<file path="src/rtl/fixed_square.sv">
// Sequential shift-add squarer: unsigned Q8.8 operand in, saturated 8-bit integer square out.
// Define FIXED_SQUARE_ROUND_EN to round the result half up instead of truncating.
module fixed_square (
   input  logic        clk,
   input  logic        rst_n,
   input  logic        start,
   input  logic [15:0] in,
   output logic        busy,
   output logic        done,
   output logic [7:0]  out,
   output logic        ovf
);

   localparam int unsigned OP_W  = 16;
   localparam int unsigned ACC_W = 32;
   localparam int unsigned CNT_W = 4;
   localparam int unsigned RES_W = 17;
   localparam int unsigned OUT_W = 8;

   typedef enum logic [1:0] {IDLE, CALC, DONE} state_t;

   state_t             state_q, state_d;
   logic [OP_W-1:0]    op_q, op_d;
   logic [ACC_W-1:0]   acc_q, acc_d;
   logic [CNT_W-1:0]   cnt_q, cnt_d;
   logic               busy_q, busy_d;
   logic               done_q, done_d;
   logic [OUT_W-1:0]   out_q, out_d;
   logic               ovf_q, ovf_d;
   logic [RES_W-1:0]   res_c;

   // Integer part of the Q16.16 product, one bit wider so a rounding carry can saturate.
   always_comb begin
`ifdef FIXED_SQUARE_ROUND_EN
      res_c = RES_W'(acc_q[31:16]) + RES_W'(acc_q[15]);
`else
      res_c = RES_W'(acc_q[31:16]);
`endif
   end

   always_comb begin
      state_d = state_q;
      op_d    = op_q;
      acc_d   = acc_q;
      cnt_d   = cnt_q;
      done_d  = 1'b0;
      out_d   = out_q;
      ovf_d   = ovf_q;
      unique case (state_q)
         IDLE: begin
            // A start coinciding with the done pulse is dropped.
            if (start && !done_q) begin
               op_d    = in;
               acc_d   = '0;
               cnt_d   = '0;
               state_d = CALC;
            end
         end
         CALC: begin
            if (op_q[cnt_q]) begin
               acc_d = acc_q + (ACC_W'(op_q) << cnt_q);
            end
            cnt_d = cnt_q + CNT_W'(1);
            if (cnt_q == CNT_W'(15)) begin
               state_d = DONE;
            end
         end
         DONE: begin
            if (res_c > RES_W'(255)) begin
               out_d = OUT_W'(255);
               ovf_d = 1'b1;
            end else begin
               out_d = res_c[OUT_W-1:0];
               ovf_d = 1'b0;
            end
            done_d  = 1'b1;
            state_d = IDLE;
         end
         default: state_d = IDLE;
      endcase
      busy_d = (state_d != IDLE);
   end

   always_ff @(posedge clk or negedge rst_n) begin
      if (!rst_n) begin
         state_q <= IDLE;
         op_q    <= '0;
         acc_q   <= '0;
         cnt_q   <= '0;
         busy_q  <= 1'b0;
         done_q  <= 1'b0;
         out_q   <= '0;
         ovf_q   <= 1'b0;
      end else begin
         state_q <= state_d;
         op_q    <= op_d;
         acc_q   <= acc_d;
         cnt_q   <= cnt_d;
         busy_q  <= busy_d;
         done_q  <= done_d;
         out_q   <= out_d;
         ovf_q   <= ovf_d;
      end
   end

   assign busy = busy_q;
   assign done = done_q;
   assign out  = out_q;
   assign ovf  = ovf_q;

endmodule

</file>
<file path="config.mk">
export PLATFORM = sky130hd
export DESIGN_NAME = fixed_square
export DESIGN_NICKNAME = d
export VERILOG_FILES = /design/src/rtl/fixed_square.sv
export SDC_FILE = /design/constraint.sdc
export NUM_CORES = 1
export LEC_CHECK = 0
export BUFFER_PORTS_ARGS = -buffer_cell sky130_fd_sc_hd__buf_4
export CAP_MARGIN = 30
export CORE_UTILIZATION = 50
export DETAILED_ROUTE_END_ITERATION = 8
export GPL_TIMING_DRIVEN = 1
export HOLD_SLACK_MARGIN = 0.05
export PLACE_DENSITY = 0.77
export SYNTH_ARGS = -nofsm -noshare
export SYNTH_HDL_FRONTEND = slang
export SYNTH_SLANG_ARGS = --single-unit
</file>
<file path="constraint.sdc">
create_clock -name clk -period 7.1 [get_ports clk]
set_input_delay 1.42 -clock clk [delete_from_list [all_inputs] [get_ports clk]]
set_output_delay 1.42 -clock clk [all_outputs]
set_load 0.1 [all_outputs]
</file>
==> key figures, run 1 <==
Synthesis
  – Gate count of the mapped netlist: 574
  – Library cells used by synthesis: 58
  – Main flop type after synthesis: dfrtp_1
  – Yosys warns: 0
  – Top cells by area in the synthesized netlist: dfrtp_1 (33%), ha_1 (8.2%), o21ai_0 (6.3%)
  – Leading area contributor after synthesis: dfrtp_1
  – Avg Cell Area, Syn: ~8.5 um2
  – Post-synthesis register bit count: 65
  – Syn Nets: roughly 630
  – Register area share after synthesis: 0.332
  – Asr flop ratio synth: 1.00
  – Netlist Area Pre-Place: between 4000 and 5000 um2
  – Yosys top cell area share: 0.332
  – Post-synth EDFFs: 0

Global route
  – GRT Total Usage: 0.250
  – Vias in the first global route: about 4000
  – Congestion Overflow GR: 0
  – Antenna violations before repair: 0
  – Largest net degree at the start of global routing: 66
  – First-pass GRT wire length: a little under 20 mm

Detailed routing
  – Final WL: around 12 mm
  – Iter 0 DRT Violations: 275
  – DRC Markers: 0
  – Via Count: ~4300
  – Post-DR wirelength/cell: ~17 um
  – Met3 Wirelength: about 420 um
  – Highest Signal Layer: met4
  – Vias/cell: 6.01
  – Met2 Wirelength: roughly 5.7 mm
  – DRT antenna net count: 0
  – DRT Pass-1 Iters: 5
  – DRT met1 WL: ~5.4 mm

Clock tree
  – CTS Buffer Depth: 2
  – H-tree depth: 3
  – Resize count post-CTS: 0
  – TritonCTS clock tree: built
  – Setup bufs post-CTS: 0
  – Hold-fix buffers, CTS: 0
  – Clock Latency Late Sink: roughly 0.35 ns
  – CTS buffer count: 9
  – Worst-path clk slew: roughly 0.08 ns
  – Root buf cell: clkbuf_8
  – Clk sinks: 65

Worst setup path
  – Reg-to-reg setup timing slack: around 2.8 ns
  – Setup CP Type: register to register
  – CP Max Fanout: 21
  – CP endpoint: acc_q[31]
  – Startpoint types: register
  – Worst Reg-to-Reg Cells: 16
  – Crit. Startpoint: cnt_q[0]
  – Worst path required time: between 7 and 8 ns
  – Worst r2r dst: acc_q[31]
  – CP arrival: between 4 and 5 ns
  – Buffers and inverters on the worst path: 1
  – CP peak stage delay: about 0.63 ns
  – FF-to-FF Start: cnt_q[0]
  – Cell family with most CP delay: compound AO/OA/AOI/OAI gates
  – Slowest stage cell, crit path: dfrtp_1
  – Levels on crit path: 16
  – Crit path capture type: register
  – Critical-path cell list: buf_16 -> mux2i_1 -> nor2_1 -> a31oi_1 -> nor2_1 -> a21oi_1 -> o21ai_0 -> ha_1 -> nand3_1 -> nor3_1 -> nand3_1 -> a31oi_1 -> o21ai_1 -> a21o_1 -> a211oi_1 -> mux2i_1

Min path
  – Hold Path Cell Cnt: 1
  – Worst Hold Class: register to register

Timing
  – Final Hold Fails: 0
  – Final setup fails: 0
  – Clock period minus final worst setup slack: 4.26 ns
  – Clock skew: roughly 0.0083 ns
  – Peak Freq: 235 MHz
  – RSZ-0062 raised after global routing: no
  – Worst Tran Pin Value: slightly above 0.9 ns
  – Fin crit share: 0.600
  – Setup TNS: 0 ns
  – Slew margin rel.: 0.376
  – Fin. max-slew vios: 0

Placed design
  – GP Congestion: around 0.95
  – Dpl hpwl: between 8 and 9 mm
  – PortBufs: 29

Die
  – Row count: 35
  – Initial core utilization: 0.522
  – I/O Pins: 30
  – Core ar.: ~9400 um2
  – Die area: slightly above 10000 um2
  – Die width: between 100 and 150 um
  – Die Height: between 100 and 150 um

Finish
  – P&R area growth vs syn: 10.4%
  – Final net count: around 640
  – Fraction of layout cells with a size suffix above 1: 0.139
  – Antenna diodes: 0

Status
  – Status: finished, final reports clean

Flow run
  – Max-cap violation count: 0
[sequential cells by signal, summed over array words and instances, names as in the netlist]
register,count
acc_q,32
op_q,16
out,8
cnt_q,4
state_q,2
busy,1
done,1
ovf,1
[per-layer routing]
layer  global-route usage  vias to the layer above
met2                0.413                      115
met5                    0                        -
li1                     -                     2100
met4                0.107                        0
met1                0.330                     2073
met3               0.0312                       19
[cell type report]
type | count | area, um2
repair buffers | 33 | 280
multi-input cells | 460 | 3060
clock buffers | 11 | 141
flip-flops and latches | 65 | 1630
well taps | 129 | 161
fillers | 903 | 3970
clock inverters | 5 | 78.8
inverters | 14 | 52.6
[cells in the final DEF, fill, tap and decap left out, types with 3 or more instances in the layout]
cell	Yosys	routed
ha_1	32	32
nor2b_1	5	5
nand4_1	3	3
a31oi_1	5	5
nand3_1	45	45
clkbuf_8	0	10
nor2_1	46	46
and3_1	7	7
xor2_1	13	13
mux2_2	21	21
xnor2_1	13	13
nor3_1	7	7
mux2i_1	14	14
mux4_2	6	6
nand2b_1	3	3
a21o_1	17	17
a211oi_1	8	8
buf_4	0	31
o21bai_1	5	5
a21oi_1	39	39
nand2_1	60	60
o21ai_0	62	62
dfrtp_1	65	65
inv_1	11	11
and2_1	6	6
o22a_1	8	8
[synthesized netlist by cell type (all sizes together), types with 2 or more instances]
library cell / instances
nand3: 45
o211ai: 2
mux2i: 14
nor3b: 2
nor2: 46
mux2: 21
xnor2: 13
o31ai: 2
a21boi: 2
mux4: 6
and3: 7
nor2b: 5
buf: 9
o21bai: 5
a211oi: 8
a31oi: 5
and2: 6
a21o: 17
nor4: 2
nor3: 7
nand2b: 3
xor2: 13
or2: 2
o22a: 8
a21oi: 39
o21ai: 63
dfrtp: 65
nand4: 3
or3: 2
clkbuf: 26
o21a: 2
ha: 32
inv: 13
nand2: 61
[cells by family (layout without fill, tap and decap cells)]
logic type,after synthesis,in the layout,share of synthesized area
AOI/OAI and AO/OA,166,166,0.207
xor gates and xnor gates,26,26,0.0465
adders and majority gates,33,33,0.0859
buffers and inverters,49,63,0.0419
DFF,65,65,0.332
muxes,41,41,0.105
and+or+nand+nor,194,194,0.182
[metrics by stage]
stage | util | hold slack, ns | instances | area (um2) | setup WS, ns
final | 0.577 | 0.495 | 717 | 5400 | 2.84
after CTS | 0.574 | 0.498 | 716 | 5380 | 2.92
after global routing | 0.577 | 0.533 | 717 | 5400 | 2.61
after floorplan | - | 0.449 | 574 | 4890 | 3.43
after global placement | 0.548 | 0.476 | 699 | 5140 | 2.73
after detailed placement | 0.551 | 0.481 | 700 | 5160 | 3.01
[worst min-delay path by stage]
stage,start,end,slack (ns)
2_1_floorplan,acc_q[31],acc_q[31],0.45
3_3_place_gp,ovf,ovf,0.48
3_5_place_dp,ovf,ovf,0.48
4_1_cts,ovf,ovf,0.50
5_1_grt,out[6],out[6],0.53
6_report,ovf,ovf,0.50
Power of run 1 is left out: the tool's default activity adds up to more than one toggle a clock period on the data nets, which glitch-free logic cannot reach.
==> run 2: changes to the inputs <==
--- a/config.mk
+++ b/config.mk
@@ -5,13 +5,14 @@
 export SDC_FILE = /design/constraint.sdc
 export NUM_CORES = 1
 export LEC_CHECK = 0
+export ABC_AREA = 1
 export BUFFER_PORTS_ARGS = -buffer_cell sky130_fd_sc_hd__buf_4
 export CAP_MARGIN = 30
 export CORE_UTILIZATION = 50
 export DETAILED_ROUTE_END_ITERATION = 8
 export GPL_TIMING_DRIVEN = 1
 export HOLD_SLACK_MARGIN = 0.05
-export PLACE_DENSITY = 0.77
+export PLACE_DENSITY = 0.76
 export SYNTH_ARGS = -nofsm -noshare
 export SYNTH_HDL_FRONTEND = slang
 export SYNTH_SLANG_ARGS = --single-unit
==> constraint.sdc (replaced) <==
create_clock -name clk -period 4.2 [get_ports clk]
set_input_delay 0.84 -clock clk [delete_from_list [all_inputs] [get_ports clk]]
set_output_delay 0.84 -clock clk [all_outputs]
set_load 0.1 [all_outputs]
==> key figures, run 2 <==
Status
  – Status: finished, final reports clean

Clock tree
  – Resize count post-CTS: 0 (unchanged)
  – Root buf cell: clkbuf_8
  – Clk sinks: 65 (unchanged)
  – Worst-path clk slew: 0.09 ns (about the same)
  – Clock Latency Late Sink: 0.37 ns (+0.02 ns)
  – H-tree depth: 3 (unchanged)
  – TritonCTS clock tree: built
  – Setup bufs post-CTS: 0 (unchanged)
  – Hold-fix buffers, CTS: 0 (unchanged)
  – CTS buffer count: 9 (unchanged)
  – CTS Buffer Depth: 2 (unchanged)

Min path
  – Beginning of the worst hold path: acc_q[0]
  – Worst Hold Class: register to register

Finish
  – Antenna diodes: 0 (unchanged)
  – Max reg flops: 32 (unchanged)
  – Largest Register: acc_q
  – P&R area growth vs syn: 7.97%
  – Post-Layout Cell Count: 1036 (+44%)
  – Highest-count cells in the layout ignoring fill and taps: nand2_1 (358), inv_1 (88), nor2_1 (80), dfrtp_1 (65), o21ai_0 (53)
  – Fill count: 1064 (+18%)
  – Fraction of layout cells with a size suffix above 1: 0.0833 (-0.0561)
  – Commonest non-fill, non-tap cell in the layout: nand2_1
  – Area occupied by multi-input gates: 3360 um2 (+9.6%)
  – Reg area: 1630 um2 (unchanged)
  – Final net count: 947 (+49%)

Timing
  – Final setup fails: 0 (unchanged)
  – Setup TNS: 0 ns (unchanged)
  – Final Hold Fails: 0 (unchanged)
  – Worst Tran Pin Value: 0.855 ns (-0.0807 ns)
  – Slew margin rel.: 0.430 (+0.0538)
  – Clock period minus final worst setup slack: 3.29 ns (-0.968 ns)
  – Peak Freq: 304 MHz (+29%)
  – Fin. max-slew vios: 0 (unchanged)
  – RSZ-0062 raised after global routing: no
  – Clock skew: 0.0137 ns (+0.00537 ns)
  – Fin crit share: 0.783 (+0.184)

Detailed routing
  – Final WL: 14.5 mm (+22%)
  – DRT Pass-1 Iters: 5 (unchanged)
  – DRT antenna net count: 0 (unchanged)
  – DRC Markers: 0 (unchanged)
  – Iter 0 DRT Violations: 357 (+30%)
  – Via Count: 5467 (+27%)
  – Vias/cell: 5.28 (-12%)
  – Post-DR wirelength/cell: 14.0 um (-15%)

Synthesis
  – Gate count of the mapped netlist: 875 (+52%)
  – Syn Nets: 927 (+48%)
  – Post-synthesis register bit count: 65 (unchanged)
  – Yosys warns: 0 (unchanged)
  – Avg Cell Area, Syn: 6.29 um2 (-26%)
  – Count leader, synth: nand2_1
  – Yosys top cell area share: 0.295 (-0.0370)
  – Netlist Area Pre-Place: 5510 um2 (+13%)
  – Register area share after synthesis: 0.295 (-0.0370)
  – Main flop type after synthesis: dfrtp_1
  – Leading area contributor after synthesis: dfrtp_1
  – Post-synth top cells: nand2_1 (358), inv_1 (88), nor2_1 (80), dfrtp_1 (65), o21ai_0 (53)
  – Library cells used by synthesis: 36 (-38%)
  – Asr flop ratio synth: 1.00 (unchanged)
  – Post-synth EDFFs: 0 (unchanged)
  – Top cells by area in the synthesized netlist: dfrtp_1 (30%), nand2_1 (24%), ha_1 (7.3%)

Flow run
  – Max-cap violation count: 0 (unchanged)

Placed design
  – Placed Cells: 1020 (+46%)
  – GP Congestion: 0.965 (+1.8%)
  – Dpl hpwl: 11.3 mm (+30%)
  – PortBufs: 29 (unchanged)

Global route
  – Met1 Resource Use GR: 0.379 (+0.0494)
  – Met3 GRT Util: 0.0426 (+0.0113)
  – GRT Total Usage: 0.275 (+0.0250)
  – Antenna violations before repair: 0 (unchanged)
  – Met2 Use GR: 0.435 (+0.0215)
  – Congestion Overflow GR: 0 (unchanged)
  – First-pass GRT wire length: 24.5 mm (+24%)
  – Grt peak-use layer: met2
  – Vias in the first global route: 5106 (+27%)
  – Largest net degree at the start of global routing: 66 (unchanged)

Worst setup path
  – CP Max Fanout: 14 (-33%)
  – Crit. Startpoint: cnt_q[0]
  – Cell family with most CP delay: compound AO/OA/AOI/OAI gates
  – CP peak stage delay: 0.70 ns (+0.07 ns)
  – Critical Path Most Common Cell: nand2_1
  – Slowest stage cell, crit path: dfrtp_1
  – Crit path capture type: register
  – Buffers and inverters on the worst path: 1 (unchanged)
  – Startpoint types: register
  – Setup CP Type: register to register
  – Reg-to-reg setup timing slack: 0.91 ns (-1.93 ns)
  – CP arrival: 3.60 ns (-0.92 ns)
  – Critical-path cell list: buf_4 -> nand2_1 -> a21oi_1 -> o21bai_1 -> nand2_1 -> o21ai_0 -> nand2_1 -> o21ai_0 -> ha_1 -> a21oi_1 -> nor2_1 -> nor2_1 -> nand2_1 -> a21oi_1 -> nand2_1 -> nand3_1 -> nand2_1 -> nor2_1
  – FF-to-FF Start: cnt_q[0]
  – Worst path required time: 4.51 ns (-2.85 ns)

Die
  – Die area: 11400 um2 (+12%)
  – Core ar.: 10500 um2 (+12%)
  – Row count: 37 (+5.7%)
  – Initial core utilization: 0.524 (+0.00181)
  – Die width: 107 um (+6.0%)
  – I/O Pins: 30 (unchanged)
  – Die Height: 107 um (+6.0%)
-- run 2: cell count changes after synthesis, moves of 7 or more --
cell	before	now
mux2_2	21	0
a21o_1	17	0
clkbuf_1	26	9
xor2_1	13	3
nor2_1	46	80
mux2i_1	14	2
o21ai_0	62	53
nand2_1	60	358
o22a_1	8	0
o21ai_1	1	14
inv_1	11	88
and3_1	7	0
a211oi_1	8	0
-- run 2: cells by family after synthesis --
kind of cell | after synthesis | synth area share
xor gates and xnor gates | 15 | 0.0239
AOI/OAI and AO/OA | 115 | 0.110
DFF | 65 | 0.295
muxes | 2 | 0.00363
and+or+nand+nor | 527 | 0.396
buffers and inverters | 118 | 0.0950
adders and majority gates | 33 | 0.0763
-- run 2: through the flow --
stage          worst slack (ns)  utilization  area (um2)  hold WS [ns]
3_3_place_gp              0.983        0.549        5770         0.468
4_1_cts                   0.931        0.566        5950         0.490
5_1_grt                   0.518        0.566        5950         0.501
6_report                  0.911        0.566        5950         0.485
2_1_floorplan              1.57            -        5510         0.448
3_5_place_dp              0.959        0.549        5770         0.470
-- run 2: per-layer routing --
layer | share of wire | routed length, um | vias up
met5 | 0 | 0 | -
met4 | 0.032 | 467 | 0
met3 | 0.053 | 763 | 33
met2 | 0.43 | 6270 | 140
met1 | 0.48 | 7030 | 2475
li1 | - | - | 2819
-- run 2: cell type report --
class / count / area share
clock buffers: 9 / 0.0208
clock inverters: 7 / 0.00926
inverters: 94 / 0.0614
multi-input cells: 692 / 0.565
flip-flops and latches: 65 / 0.274
well taps: 136 / 0.0286
repair buffers: 33 / 0.0417
-- run 2: final timing paths --
kind                             end  cells past startpoint
setup / recovery           acc_q[31]                     18
hold / removal              acc_q[0]                      2
setup reg to reg           acc_q[31]                     18
hold reg to reg             acc_q[0]                      2
max in group asynchronous  acc_q[20]                      1
min in group asynchronous  acc_q[25]                      1
-- run 2: tightest hold or removal path: stages, from the launching register on --
cell     delay [ns]
dfrtp_1        0.36
nand2_1        0.05
nand2_1        0.04
Power of run 2 is left out for the same reason.
